<file path="config.mk">
export PLATFORM = sky130hd
export DESIGN_NAME = adder_serial_core
export DESIGN_NICKNAME = d
export VERILOG_FILES = /design/src/rtl/adder_serial_core.sv
export SDC_FILE = /design/constraint.sdc
export NUM_CORES = 1
export LEC_CHECK = 0
export BUFFER_PORTS_ARGS = -buffer_cell sky130_fd_sc_hd__buf_2
export CAP_MARGIN = 0
export CORE_MARGIN = 3
export CORE_UTILIZATION = 59
export CTS_CLUSTER_DIAMETER = 60
export DETAILED_ROUTE_END_ITERATION = 7
export MAX_ROUTING_LAYER = met4
export PLACE_DENSITY = 0.88
export SLEW_MARGIN = 20
export SYNTH_ARGS = -nofsm -noshare
export SYNTH_HDL_FRONTEND = slang
export SYNTH_SLANG_ARGS = --single-unit
</file>
<file path="constraint.sdc">
create_clock -name CLK -period 4.46 [get_ports CLK]
set_clock_uncertainty 0.05 [all_clocks]
set_input_delay 0.892 -clock CLK [delete_from_list [all_inputs] [get_ports CLK]]
set_output_delay 0.892 -clock CLK [all_outputs]
set_load 0.02 [all_outputs]
</file>
<file path="src/rtl/adder_serial_core.sv">
// adder_serial_core: multi-cycle A + B_INV + CIN adder, CHUNK bits per clock.
// Produces sum plus carry, signed-overflow, zero and negative flags.
module adder_serial_core #(
    parameter int WIDTH = 32,
    parameter int CHUNK = 8
) (
    input  logic             CLK,
    input  logic             RST_N,
    input  logic             START,
    input  logic [WIDTH-1:0] A,
    input  logic [WIDTH-1:0] B_INV,
    input  logic             CIN,
    output logic             BUSY,
    output logic             DONE,
    output logic [WIDTH-1:0] RESULT,
    output logic             COUT,
    output logic             OVERFLOW,
    output logic             ZERO,
    output logic             NEGATIVE
);

    localparam int N  = WIDTH / CHUNK;
    localparam int KW = (N > 1) ? $clog2(N) : 1;
    localparam logic [KW-1:0] KLAST = KW'(N - 1);

    localparam logic [1:0] IDLE = 2'd0;
    localparam logic [1:0] RUN  = 2'd1;
    localparam logic [1:0] FIN  = 2'd2;

    logic [1:0]       state_q;
    logic [KW-1:0]    k_q;
    logic [WIDTH-1:0] a_q;
    logic [WIDTH-1:0] b_q;
    logic [WIDTH-1:0] part_q;
    logic             carry_q;

    logic [CHUNK:0]   slice_sum;
    logic [WIDTH-1:0] part_nx;
    logic             msb_c;
    logic             last;

    // Operands are shifted down each cycle, so the active slice is always the low CHUNK bits;
    // slice sums enter the partial result from the top and land in place after N shifts.
    always_comb begin
        slice_sum = {1'b0, a_q[CHUNK-1:0]}
                  + {1'b0, b_q[CHUNK-1:0]}
                  + {{CHUNK{1'b0}}, carry_q};
        part_nx   = (part_q >> CHUNK)
                  | (WIDTH'(slice_sum[CHUNK-1:0]) << (WIDTH - CHUNK));
        msb_c     = slice_sum[CHUNK-1] ^ a_q[CHUNK-1] ^ b_q[CHUNK-1];
        last      = (k_q == KLAST);
    end

    assign BUSY = (state_q == RUN);
    assign DONE = (state_q == FIN);

    // Control FSM, slice datapath and result/flag registers.
    always_ff @(posedge CLK or negedge RST_N) begin
        if (!RST_N) begin
            state_q  <= IDLE;
            k_q      <= '0;
            a_q      <= '0;
            b_q      <= '0;
            part_q   <= '0;
            carry_q  <= 1'b0;
            RESULT   <= '0;
            COUT     <= 1'b0;
            OVERFLOW <= 1'b0;
            ZERO     <= 1'b0;
            NEGATIVE <= 1'b0;
        end else begin
            unique case (state_q)
                IDLE, FIN: begin
                    if (START) begin
                        a_q     <= A;
                        b_q     <= B_INV;
                        carry_q <= CIN;
                        k_q     <= '0;
                        part_q  <= '0;
                        state_q <= RUN;
                    end else begin
                        state_q <= IDLE;
                    end
                end
                RUN: begin
                    a_q     <= a_q >> CHUNK;
                    b_q     <= b_q >> CHUNK;
                    part_q  <= part_nx;
                    carry_q <= slice_sum[CHUNK];
                    k_q     <= k_q + KW'(1);
                    if (last) begin
                        RESULT   <= part_nx;
                        COUT     <= slice_sum[CHUNK];
                        OVERFLOW <= msb_c ^ slice_sum[CHUNK];
                        ZERO     <= (part_nx == '0);
                        NEGATIVE <= part_nx[WIDTH-1];
                        state_q  <= FIN;
                    end
                end
                default: state_q <= IDLE;
            endcase
        end
    end

endmodule

</file>
==> results of run 1 <==
cells in the final DEF, fill, tap and decap left out, types with 2 or more instances in the layout:
| master | netlist | layout |
|---|---|---|
| clkinv_2 | 0 | 5 |
| o21ai_0 | 19 | 19 |
| a21oi_1 | 4 | 4 |
| xnor2_1 | 5 | 5 |
| nor2b_4 | 2 | 3 |
| buf_2 | 5 | 104 |
| xor2_1 | 3 | 3 |
| inv_1 | 8 | 8 |
| clkbuf_1 | 27 | 3 |
| dfrtp_1 | 128 | 128 |
| nand2b_1 | 3 | 2 |
| fa_1 | 2 | 2 |
| nand4_1 | 2 | 2 |
| nand2_1 | 115 | 115 |
| nor2_1 | 53 | 52 |
| nand3_1 | 2 | 2 |
| a22o_1 | 35 | 35 |
| ha_1 | 8 | 8 |
| a31oi_1 | 44 | 44 |
| nor4_1 | 5 | 5 |
| mux2_2 | 25 | 25 |
| clkbuf_8 | 0 | 2 |
| clkinv_4 | 0 | 2 |
| buf_4 | 1 | 7 |
| bufinv_16 | 0 | 4 |
| clkbuf_16 | 0 | 16 |
metrics by stage:
stage               cell area, sq um  power [mW]  util (%)
floorplan                       5518       3.988         -
global placement                6103       4.522     68.65
detailed placement              6103       4.670     68.65
CTS                             6705       6.162     75.42
global route                    6705       6.557     75.42
finish                          6705       6.149     75.42
cells by family after synthesis:
logic type / after synthesis / share of synthesized area (%)
xor gates and xnor gates: 9 / 1.678
DFF: 128 / 58.05
adders and majority gates: 10 / 2.540
AOI/OAI and AO/OA: 112 / 14.88
buffers and inverters: 44 / 3.175
and+or+nand+nor: 191 / 14.58
muxes: 25 / 5.102
registers in the layout (all words and copies together) (netlist names):
name / flops
part_q: 24
carry_q: 1
state_q: 2
OVERFLOW: 1
b_q: 32
RESULT: 32
ZERO: 1
a_q: 32
COUT: 1
k_q: 2
cells in the mapped netlist (all sizes together):
library cell | number | area [sq um]
xor2 | 3 | 26.28
buf | 9 | 43.79
a22oi | 1 | 7.510
nor4 | 6 | 43.79
nor4bb | 1 | 10.01
or4 | 1 | 7.510
o41ai | 1 | 27.53
ha | 8 | 100.1
nand3 | 3 | 20.02
xnor3 | 1 | 22.52
o2111a | 1 | 12.51
a32o | 1 | 10.01
xnor2 | 5 | 43.79
o2111ai | 1 | 15.01
o21a | 1 | 7.510
fa | 2 | 40.04
nand2 | 115 | 431.7
or3 | 1 | 6.260
nor3 | 2 | 15.01
a31oi | 44 | 275.3
nor2 | 53 | 198.9
dfrtp | 128 | 3203
o21bai | 1 | 7.510
inv | 8 | 30.03
nor2b | 4 | 40.04
o31ai | 1 | 21.27
clkbuf | 27 | 101.4
nand2b | 3 | 18.77
o21ai | 20 | 100.1
a21oi | 4 | 20.02
mux2 | 25 | 281.5
a22o | 36 | 316.6
nand4 | 2 | 12.51
metal layers:
| metal | wire length [um] | share of wire (%) | up-vias | GRT usage (%) |
|---|---|---|---|---|
| li1 | - | - | 2001 | - |
| met1 | 5152 | 39 | 2151 | 33.36 |
| met2 | 6826 | 52 | 199 | 45.88 |
| met3 | 877 | 6.6 | 32 | 5.616 |
| met4 | 354 | 2.7 | 0 | 10.70 |
| met5 | 0 | 0 | - | - |
where the power goes:
part / switching, mW / internal (mW)
logic: 1.57 / 1.07
registers: 0.377 / 1.72
clock network: 0.492 / 0.919
layout make-up:
cell class | instances | area [sq um] | share of cell area [%]
Clock buffer | 21 | 439.2 | 6.550
Clock inverter | 11 | 162.7 | 2.426
Inverter | 8 | 30.03 | 0.4478
Tap cell | 108 | 135.1 | 2.015
Timing Repair Buffer | 111 | 573.1 | 8.546
Multi-Input combinational cell | 347 | 2162 | 32.24
Sequential cell | 128 | 3203 | 47.77
critical path: cells and delay by family, from the launching register on:
| family | cells | cell delay (ns) |
|---|---|---|
| flip-flops | 1 | 0.48 |
| AND/OR/NAND/NOR | 1 | 0.07 |
| buffers and inverters | 2 | 1.04 |
final timing paths:
check                           cells past startpoint                      to
max in group asynchronous                           2  RESULT[27]$_DFFE_PN0P_
worst max-delay path                                3                    BUSY
worst max register to register                      9        ZERO$_DFFE_PN0P_
worst min-delay path                                1   RESULT[1]$_DFFE_PN0P_
min in group CLK                                    2  RESULT[28]$_DFFE_PN0P_
worst min register to register                      2  RESULT[28]$_DFFE_PN0P_
==> impl_results.md, run 1 <==
- CP required: 3.52 ns
- Maximum vdd drop: 415.8 uV
- Worst Hold Margin: 0.4218 ns
- Drc violations: 0
- Pre-CTS setup slack: 1.736 ns
- Post-CTS Resized: 0
- Post-Syn Area: 5518 sq um
- Crit-path cells: nand2b_4 > inv_1 > buf_2
- Critical path's largest stage delay: 0.72 ns
- Crit path DAT: 2.12 ns
- P&R area growth vs syn: 21.52%
- Gpl congestion: 0.8658
- R2R Path Start: a_q[0]$_DFFE_PN0P_
- Antenna violations before repair: 0
- Syn_area_per_cell: 10.63 sq um
- Cells after Synth: 519
- Non-Filler Instances: 734
- Starting DRT DRC Count: 312
- Tot GR Track Use: 27.63%
- Root Buffer: clkbuf_8
- Routed vias: 4,383
- R2R setup slack: 1.57 ns
- Clock sink count: 128
- Core area: 8891 sq um
- Layout cells sized above 1: 28.43%
- Pre-Repair DR Iteration Count: 7
- Sequential-to-total area share from yosys stat: 58.05%
- TritonCTS clock tree: built
- Lkg Pwr: 3.289 nW
- Max Root-Sink Buffers: 2
- # setup viols final: 0
- Antenna Cells: 0
- Row cnt: 34
- Power Dens Cells: 917.1 nW/um^2
- Largest net degree at the start of global routing: 97
- First-pass GRT wire length: 21,570 um
- Final Max Slew Viols: 0
- Remaining global-route overflow: 0
- Hold Crit Class: input port to async pin
- Synth warn: 0
- TNS Setup: 0 ns
- Setup crit end kind: output pin
- Final ANT Viol Nets: 0
- Distinct cells, synth: 41
- Worst Setup Path Type: register to output pin
- Worst-Margin Slew: 1.001 ns
- Worst slew margin: 33.11%
- Final wirelength: 13,210 um
- PortBufs: 105
- CP max stage cell: inv_1
- Crit path launch type: register
- TritonCTS Buffers: 17
- Vias in the first global route: 4,416
- Via density: 5.971
- Initial core utilization: 62.06%
- Num ports: 106
- Fmax: 326.2 MHz
- Setup crit start: state_q[0]$_DFFE_PN0P_
- DP Cell Count: 702
- Crit share post-route: 68.74%
- Synthesized Nets: 597
- Worst-path maximum fanout: 31
- Final hold viol count: 0
- Clock Pin Slew Worst Setup and Hold Paths: 0.06 ns
- Max cap viols: 0
- Synth Register Bits: 128
- Status: finished clean
- CTS Hold Bufs: 0
- Die area: 10,550 sq um
- RSZ-0062 raised after global routing: no
- Die Ht: 102.7 um
- Clock Latency Late Sink: 0.52 ns
- Post-CTS Setup Bufs: 0
- Layout Nets: 691
- H-tree levels: 4
- Horiz. Die Dim: 102.7 um
- Post-DR wirelength/cell: 18.00 um
- Setup ws final: 1.394 ns
- Fill cells: 597
- DP HPWL: 8332 um
- Final min period: 3.066 ns
Power figures use the tool's default switching activity.
==> run 2, diff against run 1 <==
- CORE_UTILIZATION: 59 -> 55
- PLACE_DENSITY: 0.88 -> 0.83
- clock period: 4.46 -> 2.9 ns (I/O delays scaled with it)
==> impl_results.md, run 2 (synthesis results as in run 1) <==
- Status: finished clean
- Worst-Margin Slew: 1.004 ns (+0.002637 ns)
- Post-CTS Setup Bufs: 0 (unchanged)
- Crit-path cells: inv_1 > fa_2 > fa_1 > nor4bb_2 > nand4_1 > nor4_1 > nand4_1 > nor4_2 > a32o_1
- Layout Nets: 694 (+0.43%)
- Pre-CTS setup slack: 0.1903 ns (-1.545 ns)
- Starting DRT DRC Count: 242 (-22%)
- Hold Crit Class: input port to async pin
- Post-DR wirelength/cell: 16.49 um (-8.4%)
- DP HPWL: 8464 um (+1.6%)
- Routed vias: 4,272 (-2.5%)
- Commonest non-fill, non-tap cells in the layout: dfrtp_1 (128), nand2_1 (115), buf_2 (104)
- P&R area growth vs syn: 21.86%
- Pre-Repair DR Iteration Count: 4 (-3)
- Clock Latency Late Sink: 0.51 ns (about the same)
- Crit share post-route: 91.42%
- Maximum vdd drop: 717.3 uV (+73%)
- Max cap viols: 0 (unchanged)
- Setup ws final: 0.2487 ns (-1.146 ns)
- Multi-input logic area: 2171 sq um (+0.41%)
- Power Dens Cells: 1371 nW/um^2 (+49%)
- Antenna Cells: 0 (unchanged)
- TNS Setup: 0 ns (unchanged)
- Largest net degree at the start of global routing: 97 (unchanged)
- Lkg Pwr: 3.283 nW (-0.19%)
- Utilization after layout: 70.76% (-4.7 points)
- Crit-path most repeated cell: nand4_1
- Vias in the first global route: 4,296 (-2.7%)
- Post-CTS Resized: 0 (unchanged)
- Fmax: 377.2 MHz
- Largest regs: RESULT: 32 flops, a_q: 32 flops, b_q: 32 flops
- Non-Filler Instances: 757 (+3.1%)
- H-tree levels: 4 (unchanged)
- Die Ht: 106.2 um (+3.4%)
- TritonCTS Buffers: 17 (unchanged)
- Drc violations: 0 (unchanged)
- Root Buffer: clkbuf_8
- RSZ-0062 raised after global routing: no
- Via density: 5.643 (-5.5%)
- Setup crit end kind: register
- Worst Hold Margin: 0.03528 ns (-0.3865 ns)
- Initial core utilization: 58.06% (-4.0 points)
- TritonCTS clock tree: built
- CP top delay family: simple AND/OR/NAND/NOR gates
- Commonest non-fill, non-tap cell in the layout: dfrtp_1
- # setup viols final: 0 (unchanged)
- PortBufs: 105 (unchanged)
- Gpl congestion: 0.8657 (about the same)
- Core area: 9503 sq um (+6.9%)
- First-pass GRT wire length: 21,130 um (-2.0%)
- Crit path launch type: register
- Final ANT Viol Nets: 0 (unchanged)
- Max Root-Sink Buffers: 2 (unchanged)
- CP required: 3.30 ns (-0.22 ns)
- Antenna violations before repair: 0 (unchanged)
- Die area: 11,270 sq um (+6.8%)
- Worst Path Buf+Inv: 1 (-1)
- Tot GR Track Use: 24.47% (-3.2 points)
- Register area: 3203 sq um (unchanged)
- Crit path DAT: 3.05 ns (+0.93 ns)
- CTS Hold Bufs: 0 (unchanged)
- Fill cells: 718 (+20%)
- Clock sink count: 128 (unchanged)
- Worst-path maximum fanout: 3 (-90%)
- DP Cell Count: 726 (+3.4%)
- Final min period: 2.651 ns
- Remaining global-route overflow: 0 (unchanged)
- Final hold viol count: 0 (unchanged)
- Critical path's largest stage delay: 0.54 ns (-0.18 ns)
- Num ports: 106 (unchanged)
- CP max stage cell: fa_1
- Horiz. Die Dim: 106.2 um (+3.4%)
- Worst slew margin: 32.93% (-0.18 points)
- Row cnt: 35 (+2.9%)
- Clock Pin Slew Worst Setup and Hold Paths: 0.06 ns (about the same)
- Layout cells sized above 1: 29.30% (+0.86 points)
- Final Max Slew Viols: 0 (unchanged)
- Final wirelength: 12,480 um (-5.5%)
- Worst Setup Path Type: register to register
## run 2: cell types whose count changed in the layout (fill, tap and decap cells not counted), sizes merged
| cell | before | now |
|---|---|---|
| clkinv | 7 | 8 |
| buf | 111 | 114 |
| clkinvlp | 0 | 2 |
| bufinv | 4 | 2 |
| clkbuf | 21 | 19 |
## run 2: power breakdown
| group | internal, mW | leakage (nW) | switching, mW |
|---|---|---|---|
| combinational | 1.69 | 1.43 | 2.35 |
| clock | 1.23 | 0.273 | 0.742 |
| sequential | 2.64 | 1.58 | 0.569 |
| total | 5.56 | 3.28 | 3.66 |
## run 2: final timing paths
check,from,endpoint,slack (ns),cells after the start
max in group asynchronous,RST_N,b_q[18]$_DFFE_PN0P_,1.90,2
worst min-delay path,RST_N,RESULT[9]$_DFFE_PN0P_,0.04,1
min in group CLK,B_INV[25],b_q[25]$_DFFE_PN0P_,0.24,2
worst max-delay path,a_q[0]$_DFFE_PN0P_,ZERO$_DFFE_PN0P_,0.25,9
worst min register to register,COUT$_DFFE_PN0P_,COUT$_DFFE_PN0P_,0.44,2
worst max register to register,a_q[0]$_DFFE_PN0P_,ZERO$_DFFE_PN0P_,0.25,9
## run 2: final cells by class
class                   count  share of cell area (%)
flip-flops and latches    128                   47.64
multi-input cells         347                   32.29
repair buffers            114                   9.044
clock buffers              19                   6.420
well taps                 129                   2.400
clock inverters            12                   1.768
inverters                   8                  0.4466
## run 2: metal layers
metal	track usage, %	routed length (um)	vias to the layer above
li1	-	-	2009
met1	31.58	5290	2081
met2	38.01	6054	154
met3	6.557	842	28
met4	7.956	293	0
met5	-	0	-
## run 2: stage by stage
step | area [sq um] | power (mW)
3_3_place_gp | 6165 | 7.006
6_report | 6724 | 9.218
5_1_grt | 6724 | 9.891
3_5_place_dp | 6165 | 7.200
4_1_cts | 6715 | 9.230
2_1_floorplan | 5518 | 6.133
